--- src/rtl/gb_link_pkg.sv ---
// Shared types and constants for the handheld link-port peer.
package gb_link_pkg;

    typedef enum logic {
        StIdle,
        StActive
    } link_state_e;

    // Bits exchanged per transfer.
    localparam int unsigned LINK_BITS = 8;

    // Byte shifted out when nothing is queued (reads as "no partner").
    localparam logic [LINK_BITS-1:0] DEF_IDLE_BYTE = 8'hFF;

endpackage

--- src/rtl/gb_link_clkgen.sv ---
// Link clock generator for master mode: 8 low/high pairs ending high,
// then the pad output enable held one extra half-period before release.
module gb_link_clkgen
    import gb_link_pkg::*;
#(
    parameter int unsigned DIV_W = 16
) (
    input  logic             pclk,
    input  logic             reset_n,
    input  logic             start_i,
    input  logic [DIV_W-1:0] div_i,
    output logic             clk_o,
    output logic             oe_o,
    output logic             rise_o,
    output logic             fall_o
);

    localparam int unsigned IdxW    = $clog2(2 * LINK_BITS);
    localparam int unsigned LastIdx = 2 * LINK_BITS - 1;

    logic [DIV_W-1:0] cnt_q, cnt_d;
    logic [IdxW-1:0]  idx_q, idx_d;
    logic             clk_q, clk_d;
    logic             oe_q, oe_d;
    logic [DIV_W-1:0] reload;
    logic             expire;

    // A divider of zero behaves like one.
    assign reload = (div_i == '0) ? DIV_W'(1) : div_i;
    assign expire = oe_q && (cnt_q == DIV_W'(1));

    // Half-period countdown; each expiry either toggles the clock or, on the
    // last one, releases the pad.
    always_comb begin
        cnt_d  = cnt_q;
        idx_d  = idx_q;
        clk_d  = clk_q;
        oe_d   = oe_q;
        rise_o = 1'b0;
        fall_o = 1'b0;
        if (start_i && !oe_q) begin
            // The start cycle itself is the first falling edge.
            clk_d = 1'b0;
            oe_d  = 1'b1;
            cnt_d = reload;
            idx_d = '0;
        end else if (oe_q) begin
            if (expire) begin
                cnt_d = reload;
                idx_d = idx_q + IdxW'(1);
                if (idx_q == IdxW'(LastIdx)) begin
                    oe_d = 1'b0;
                end else begin
                    clk_d  = ~clk_q;
                    rise_o = ~clk_q;
                    fall_o = clk_q;
                end
            end else begin
                cnt_d = cnt_q - DIV_W'(1);
            end
        end
    end

    // Generator state register; the clock idles high with the pad released.
    always_ff @(posedge pclk or negedge reset_n) begin
        if (!reset_n) begin
            cnt_q <= '0;
            idx_q <= '0;
            clk_q <= 1'b1;
            oe_q  <= 1'b0;
        end else begin
            cnt_q <= cnt_d;
            idx_q <= idx_d;
            clk_q <= clk_d;
            oe_q  <= oe_d;
        end
    end

    assign clk_o = clk_q;
    assign oe_o  = oe_q;

endmodule

--- src/rtl/gb_link_peer.sv ---
// Far-end emulation of the handheld serial link port. One byte per transfer,
// MSB first; data changes after falling edges and is sampled on rising edges.
module gb_link_peer
    import gb_link_pkg::*;
#(
    parameter logic [LINK_BITS-1:0] IDLE_BYTE   = DEF_IDLE_BYTE,
    parameter int unsigned          TIMEOUT_CYC = 65536,
    parameter int unsigned          DIV_W       = 16
) (
    input  logic                 pclk,
    input  logic                 reset_n,
    input  logic                 master_en_i,
    input  logic [DIV_W-1:0]     clk_half_div_i,
    input  logic                 link_clk_in_i,
    output logic                 link_clk_out_o,
    output logic                 link_clk_oe_o,
    input  logic                 link_sin_i,
    output logic                 link_sout_o,
    input  logic [LINK_BITS-1:0] tx_data_i,
    input  logic                 tx_valid_i,
    output logic                 tx_ready_o,
    output logic [LINK_BITS-1:0] rx_data_o,
    output logic                 rx_valid_o,
    output logic                 busy_o,
    output logic                 err_o
);

    localparam int unsigned TmoW = $clog2(TIMEOUT_CYC + 1);
    localparam int unsigned BitW = $clog2(LINK_BITS + 1);

    logic [1:0]           clk_sync_q;
    logic                 clk_dly_q;
    logic [1:0]           sin_sync_q;
    link_state_e          state_q, state_d;
    logic                 mode_q, mode_d;
    logic [LINK_BITS-1:0] hold_q, hold_d;
    logic                 hold_full_q, hold_full_d;
    logic [LINK_BITS-1:0] tx_shreg_q, tx_shreg_d;
    logic [LINK_BITS-2:0] rx_shreg_q, rx_shreg_d;
    logic [BitW-1:0]      bit_cnt_q, bit_cnt_d;
    logic [LINK_BITS-1:0] rx_data_q, rx_data_d;
    logic                 rx_valid_q, rx_valid_d;
    logic                 err_q, err_d;
    logic [TmoW-1:0]      tmo_cnt_q, tmo_cnt_d;

    logic                 f_rise, f_fall;
    logic                 cg_clk, cg_oe, cg_rise, cg_fall, cg_start;
    logic                 follow_start;
    logic                 edge_rise, edge_fall;
    logic                 tmo_hit;
    logic [LINK_BITS-1:0] rx_byte;

    gb_link_clkgen #(
        .DIV_W (DIV_W)
    ) u_clkgen (
        .pclk    (pclk),
        .reset_n (reset_n),
        .start_i (cg_start),
        .div_i   (clk_half_div_i),
        .clk_o   (cg_clk),
        .oe_o    (cg_oe),
        .rise_o  (cg_rise),
        .fall_o  (cg_fall)
    );

    // Follower edges: synced clock against a one-cycle delayed copy.
    assign f_rise = clk_sync_q[1] & ~clk_dly_q;
    assign f_fall = ~clk_sync_q[1] & clk_dly_q;

    // Master waits for the previous pad release and never runs on IDLE_BYTE.
    assign cg_start     = (state_q == StIdle) && master_en_i && hold_full_q && !cg_oe;
    assign follow_start = (state_q == StIdle) && !master_en_i && f_fall;

    // Both edge sources feed the one shift datapath.
    assign edge_rise = (state_q == StActive) && (mode_q ? cg_rise : f_rise);
    assign edge_fall = (state_q == StActive) && (mode_q ? cg_fall : f_fall);

    // A link edge in the expiry cycle wins over the abort.
    assign tmo_hit = (state_q == StActive) && !mode_q && !f_rise && !f_fall &&
                     (tmo_cnt_q == TmoW'(TIMEOUT_CYC - 1));

    assign rx_byte = {rx_shreg_q, sin_sync_q[1]};

    // Next-state logic for the transfer FSM, holding register and shifters.
    always_comb begin
        state_d     = state_q;
        mode_d      = mode_q;
        hold_d      = hold_q;
        hold_full_d = hold_full_q;
        tx_shreg_d  = tx_shreg_q;
        rx_shreg_d  = rx_shreg_q;
        bit_cnt_d   = bit_cnt_q;
        rx_data_d   = rx_data_q;
        rx_valid_d  = 1'b0;
        err_d       = 1'b0;
        tmo_cnt_d   = tmo_cnt_q;

        if (tx_valid_i && !hold_full_q) begin
            hold_d      = tx_data_i;
            hold_full_d = 1'b1;
        end

        unique case (state_q)
            StIdle: begin
                mode_d     = master_en_i;
                tx_shreg_d = hold_full_q ? hold_q : IDLE_BYTE;
                bit_cnt_d  = '0;
                tmo_cnt_d  = '0;
                if (cg_start || follow_start) begin
                    // tx_shreg locks on the value loaded above.
                    state_d = StActive;
                    if (hold_full_q) begin
                        hold_full_d = 1'b0;
                    end
                end
            end
            StActive: begin
                tmo_cnt_d = (f_rise || f_fall) ? '0 : tmo_cnt_q + TmoW'(1);
                if (edge_fall && (bit_cnt_q != '0)) begin
                    tx_shreg_d = tx_shreg_q << 1;
                end
                if (edge_rise) begin
                    rx_shreg_d = rx_byte[LINK_BITS-2:0];
                    bit_cnt_d  = bit_cnt_q + BitW'(1);
                    if (bit_cnt_q == BitW'(LINK_BITS - 1)) begin
                        rx_data_d  = rx_byte;
                        rx_valid_d = 1'b1;
                        bit_cnt_d  = '0;
                        state_d    = StIdle;
                    end
                end
                if (tmo_hit) begin
                    state_d   = StIdle;
                    bit_cnt_d = '0;
                    err_d     = 1'b1;
                end
            end
            default: state_d = StIdle;
        endcase
    end

    // Two-flop synchronisers for the asynchronous pad inputs.
    always_ff @(posedge pclk or negedge reset_n) begin
        if (!reset_n) begin
            clk_sync_q <= 2'b11;
            clk_dly_q  <= 1'b1;
            sin_sync_q <= 2'b11;
        end else begin
            clk_sync_q <= {clk_sync_q[0], link_clk_in_i};
            clk_dly_q  <= clk_sync_q[1];
            sin_sync_q <= {sin_sync_q[0], link_sin_i};
        end
    end

    // Transfer state and datapath registers.
    always_ff @(posedge pclk or negedge reset_n) begin
        if (!reset_n) begin
            state_q     <= StIdle;
            mode_q      <= 1'b0;
            hold_q      <= '0;
            hold_full_q <= 1'b0;
            tx_shreg_q  <= IDLE_BYTE;
            rx_shreg_q  <= '0;
            bit_cnt_q   <= '0;
            rx_data_q   <= '0;
            rx_valid_q  <= 1'b0;
            err_q       <= 1'b0;
            tmo_cnt_q   <= '0;
        end else begin
            state_q     <= state_d;
            mode_q      <= mode_d;
            hold_q      <= hold_d;
            hold_full_q <= hold_full_d;
            tx_shreg_q  <= tx_shreg_d;
            rx_shreg_q  <= rx_shreg_d;
            bit_cnt_q   <= bit_cnt_d;
            rx_data_q   <= rx_data_d;
            rx_valid_q  <= rx_valid_d;
            err_q       <= err_d;
            tmo_cnt_q   <= tmo_cnt_d;
        end
    end

    assign link_clk_out_o = cg_clk;
    assign link_clk_oe_o  = cg_oe;
    assign link_sout_o    = tx_shreg_q[LINK_BITS-1];
    assign tx_ready_o     = ~hold_full_q;
    assign rx_data_o      = rx_data_q;
    assign rx_valid_o     = rx_valid_q;
    assign busy_o         = (state_q == StActive);
    assign err_o          = err_q;

endmodule

--- config.mk ---
export PLATFORM = sky130hd
export DESIGN_NAME = gb_link_peer
export DESIGN_NICKNAME = d
export VERILOG_FILES = /design/src/rtl/gb_link_pkg.sv /design/src/rtl/gb_link_clkgen.sv /design/src/rtl/gb_link_peer.sv
export SDC_FILE = /design/constraint.sdc
export NUM_CORES = 1
export LEC_CHECK = 0
export BUFFER_PORTS_ARGS = -buffer_cell sky130_fd_sc_hd__buf_2
export CORE_UTILIZATION = 30
export DETAILED_ROUTE_END_ITERATION = 10
export GPL_ROUTABILITY_DRIVEN = 1
export GPL_TIMING_DRIVEN = 0
export SLEW_MARGIN = 30
export SYNTH_ARGS = -nofsm -noshare
export SYNTH_HDL_FRONTEND = slang
export SYNTH_SLANG_ARGS = --single-unit
--- constraint.sdc ---
create_clock -name pclk -period 4.35 [get_ports pclk]
set_input_delay 0.2175 -clock pclk [delete_from_list [all_inputs] [get_ports pclk]]
set_output_delay 0.2175 -clock pclk [all_outputs]
set_load 0.05 [all_outputs]
==> metrics <==
status=completed; Tcrit/Tclk final=57.81%; Post-DP HPWL=6426 um; CTS resizes=0; clk sinks=84; Final setup viols=0; Worst Hold Class=in2reg; max-slew violations=0; CP Cell Sequence=clkbuf_1 > nand3b_1 > nor2_1 > a21oi_1 > buf_2 > a2bb2oi_1 > nand3_1; full die area=0.01435 sq mm; via total after detailed routing=3184; Syn Nets=435; Finished Core Util=37.10%; DRC Markers=0; CP Data Required Time=4.56 ns; Sw Share=28.66%; Min Hold Slack=0.1010 ns; largest net degree at the start of global routing=73; crit end category=register; Ant. Diodes=0; WL per Instance=14.03 um; Sw Pwr=0.5457 mW; peak per-stage delay on the critical path=0.53 ns; VDD IR-drop max=0.1739 mV; critical path's slowest cell=a21oi_1; library cells used by synthesis=58; mapped cell area=0.004163 sq mm; RSZ-0062 raised after global routing=false; vias in the first global route=3192; DRT antenna net count=0; crit path launch type=register; Final Hold Violating Endpoints=0; final setup TNS=0 ns; Die Span Y=119.8 um; first-iteration detailed-routing DRC count=164; layout cells sized above 1=24.78%; CP Launch Point=busy_o; Flop pwr share=48.2%; vias per cell=5.006; grt total ovfl=0; Seq/Total Area, Yosys=50.92%; CTS tree=yes; worst path bufs/invs=2; Clock Skew=0.005502 ns; Clock power frac=40.3%; Yosys warning total=0; Rel. slew slack=51.37%; CTS Buffer Depth=2; Min-Delay Startpoint=tx_data_i[2]; Placer Congestion=0.8197; Max-cap violations=0; Clock transition at path regs=0.07 ns; Crit Path Class=reg2reg; fmax=397.6 MHz; Mapped Cells=396; ys flop type=dfrtp_1; Comb pwr share=11.6%; internal power=1.358 mW; Post-synth EDFFs=0; asr flop ratio synth=100.0%; FILL cells=1327; area grow syn2layout=19.42%; reg2reg start=busy_o; worst slew pin tran=0.7294 ns; LEAKAGE=2.185 nW; number of buffers added on ports=44; Cell Rows=42; TritonCTS Buffers=9; Initial Util=31.06%; detailed-route wire length=8924 um; H-tree depth=3; Top delay family on crit path=buffers and inverters; Ports=45; Power Density=383.0 mW/mm^2; worst skew pair latency=0.35 ns; first-pass GRT wire length=15590 um; gr usage total=13.70%; Die X=119.8 um; Final #Nets=494; Tmin final=2.515 ns; Core ar.=0.01340 sq mm; Max FO, Critical Path=10; WP data arrival=2.73 ns; CTS Root Cell=clkbuf_16; synthesis-stage register bit count=84; initial antenna violation count=0; 1st-pass router iterations=4; Syn Area/Cell=10.51 sq um; PnR Total Power=1.904 mW
==> layer usage <==
metal  track usage, %  part of all wire, %
met5                0                    0
met4            5.469                  1.7
met2            21.53                   47
met1            18.12                   47
met3            3.232                  3.8
==> stage by stage <==
stage               cell area [sq um]  instances  worst slack (ns)
CTS                              4971        636             1.846
global placement                 4603        616             1.888
floorplan                        4163        396             2.188
detailed placement               4637        617             1.889
finish                           4971        636             1.835
global route                     4971        636             1.678
==> repair_timing <==
item,in CTS,in global routing
setup buffers,0,0
hold buffers,3,0
hold endpoints to repair,64,0
==> sequential cells by signal, summed over array words and instances, names as in the netlist, 2 cells and up <==
register	count
rx_shreg_q	7
u_clkgen.cnt_q	16
sin_sync_q	2
bit_cnt_q	4
tx_shreg_q	8
rx_data_o	8
hold_q	8
u_clkgen.idx_q	4
clk_sync_q	2
tmo_cnt_q	17
==> cell families (layout without fill, tap and decap cells) <==
logic type               after synthesis  count (layout)  synth area share, %
multiplexers                          28              28                7.424
buffers and inverters                 31              95                2.855
flip-flops                            84              84                50.92
XOR/XNOR                              23              23                4.839
AO/OA/AOI/OAI                         72              72                11.84
AND/OR/NAND/NOR                      149             149                19.42
adder cells (fa/ha/maj)                9               9                2.705
==> synthesized netlist by cell type (9+ instances only) <==
cell type  number  area [sq um]
dfrtp_1        70          1752
nor2_1         35         131.4
nand2_1        30         112.6
mux2_2         23         259.0
o21ai_0        23         115.1
inv_1          20         75.07
a21oi_1        15         75.07
nor3_1         15         75.07
dfstp_2        14         367.9
xnor2_1        12         105.1
nand3_1        11         55.05
nand4_1        11         68.82
xor2_1         11         96.34
clkbuf_1        9         33.78
ha_1            9         112.6
==> cell usage in the layout, fill, tap and decap left out, types with 8 or more instances in the layout <==
| cell | netlist | routed |
|---|---|---|
| a21oi_1 | 15 | 15 |
| dfrtp_1 | 70 | 70 |
| dfstp_2 | 14 | 14 |
| o21ai_0 | 23 | 23 |
| nor2_1 | 35 | 35 |
| and3_1 | 8 | 8 |
| clkbuf_16 | 0 | 9 |
| inv_1 | 20 | 20 |
| buf_2 | 2 | 45 |
| nor3_1 | 15 | 15 |
| nand4_1 | 11 | 11 |
| xnor2_1 | 12 | 12 |
| ha_1 | 9 | 9 |
| clkbuf_1 | 9 | 9 |
| xor2_1 | 11 | 11 |
| mux2_2 | 23 | 23 |
| nand2_1 | 30 | 30 |
| nand3_1 | 11 | 11 |
==> power groups by stage <==
stage	registers, mW	clock network, mW	logic (mW)
CTS	0.916	0.794	0.222
floorplan	0.913	0	0.157
detailed placement	0.929	0	0.219
global route	0.928	0.825	0.250
global placement	0.926	0	0.210
finish	0.917	0.766	0.221
==> layout make-up <==
class / instances / area (sq um) / area share, %
Clock inverter: 7 / 78.83 / 1.586
Buffer: 11 / 43.79 / 0.8809
Tap cell: 176 / 220.2 / 4.430
Inverter: 20 / 75.07 / 1.510
Sequential cell: 84 / 2120 / 42.64
Multi-Input combinational cell: 281 / 1924 / 38.71
Clock buffer: 9 / 225.2 / 4.531
Timing Repair Buffer: 48 / 284.0 / 5.714
==> path summary, 6_finish.rpt <==
| path | end | slack (ns) | cells after the start |
|---|---|---|---|
| worst max register to register | u_clkgen.cnt_q[12] | 1.84 | 7 |
| worst min-delay path | hold_q[2] | 0.10 | 2 |
| worst max-delay path | u_clkgen.cnt_q[12] | 1.84 | 7 |
| max in group asynchronous | clk_sync_q[1] | 3.49 | 3 |
| min in group asynchronous | u_clkgen.cnt_q[11] | 0.26 | 2 |
| worst min register to register | clk_sync_q[1] | 0.36 | 0 |
==> worst reg2reg max path, stage by stage (launching register included) <==
cell,delay (ns)
dfrtp_1,0.34
clkbuf_1,0.44
nand3b_1,0.28
nor2_1,0.16
a21oi_1,0.53
buf_2,0.35
a2bb2oi_1,0.20
nand3_1,0.10
Note: power is estimated with default switching activity, not from simulation.
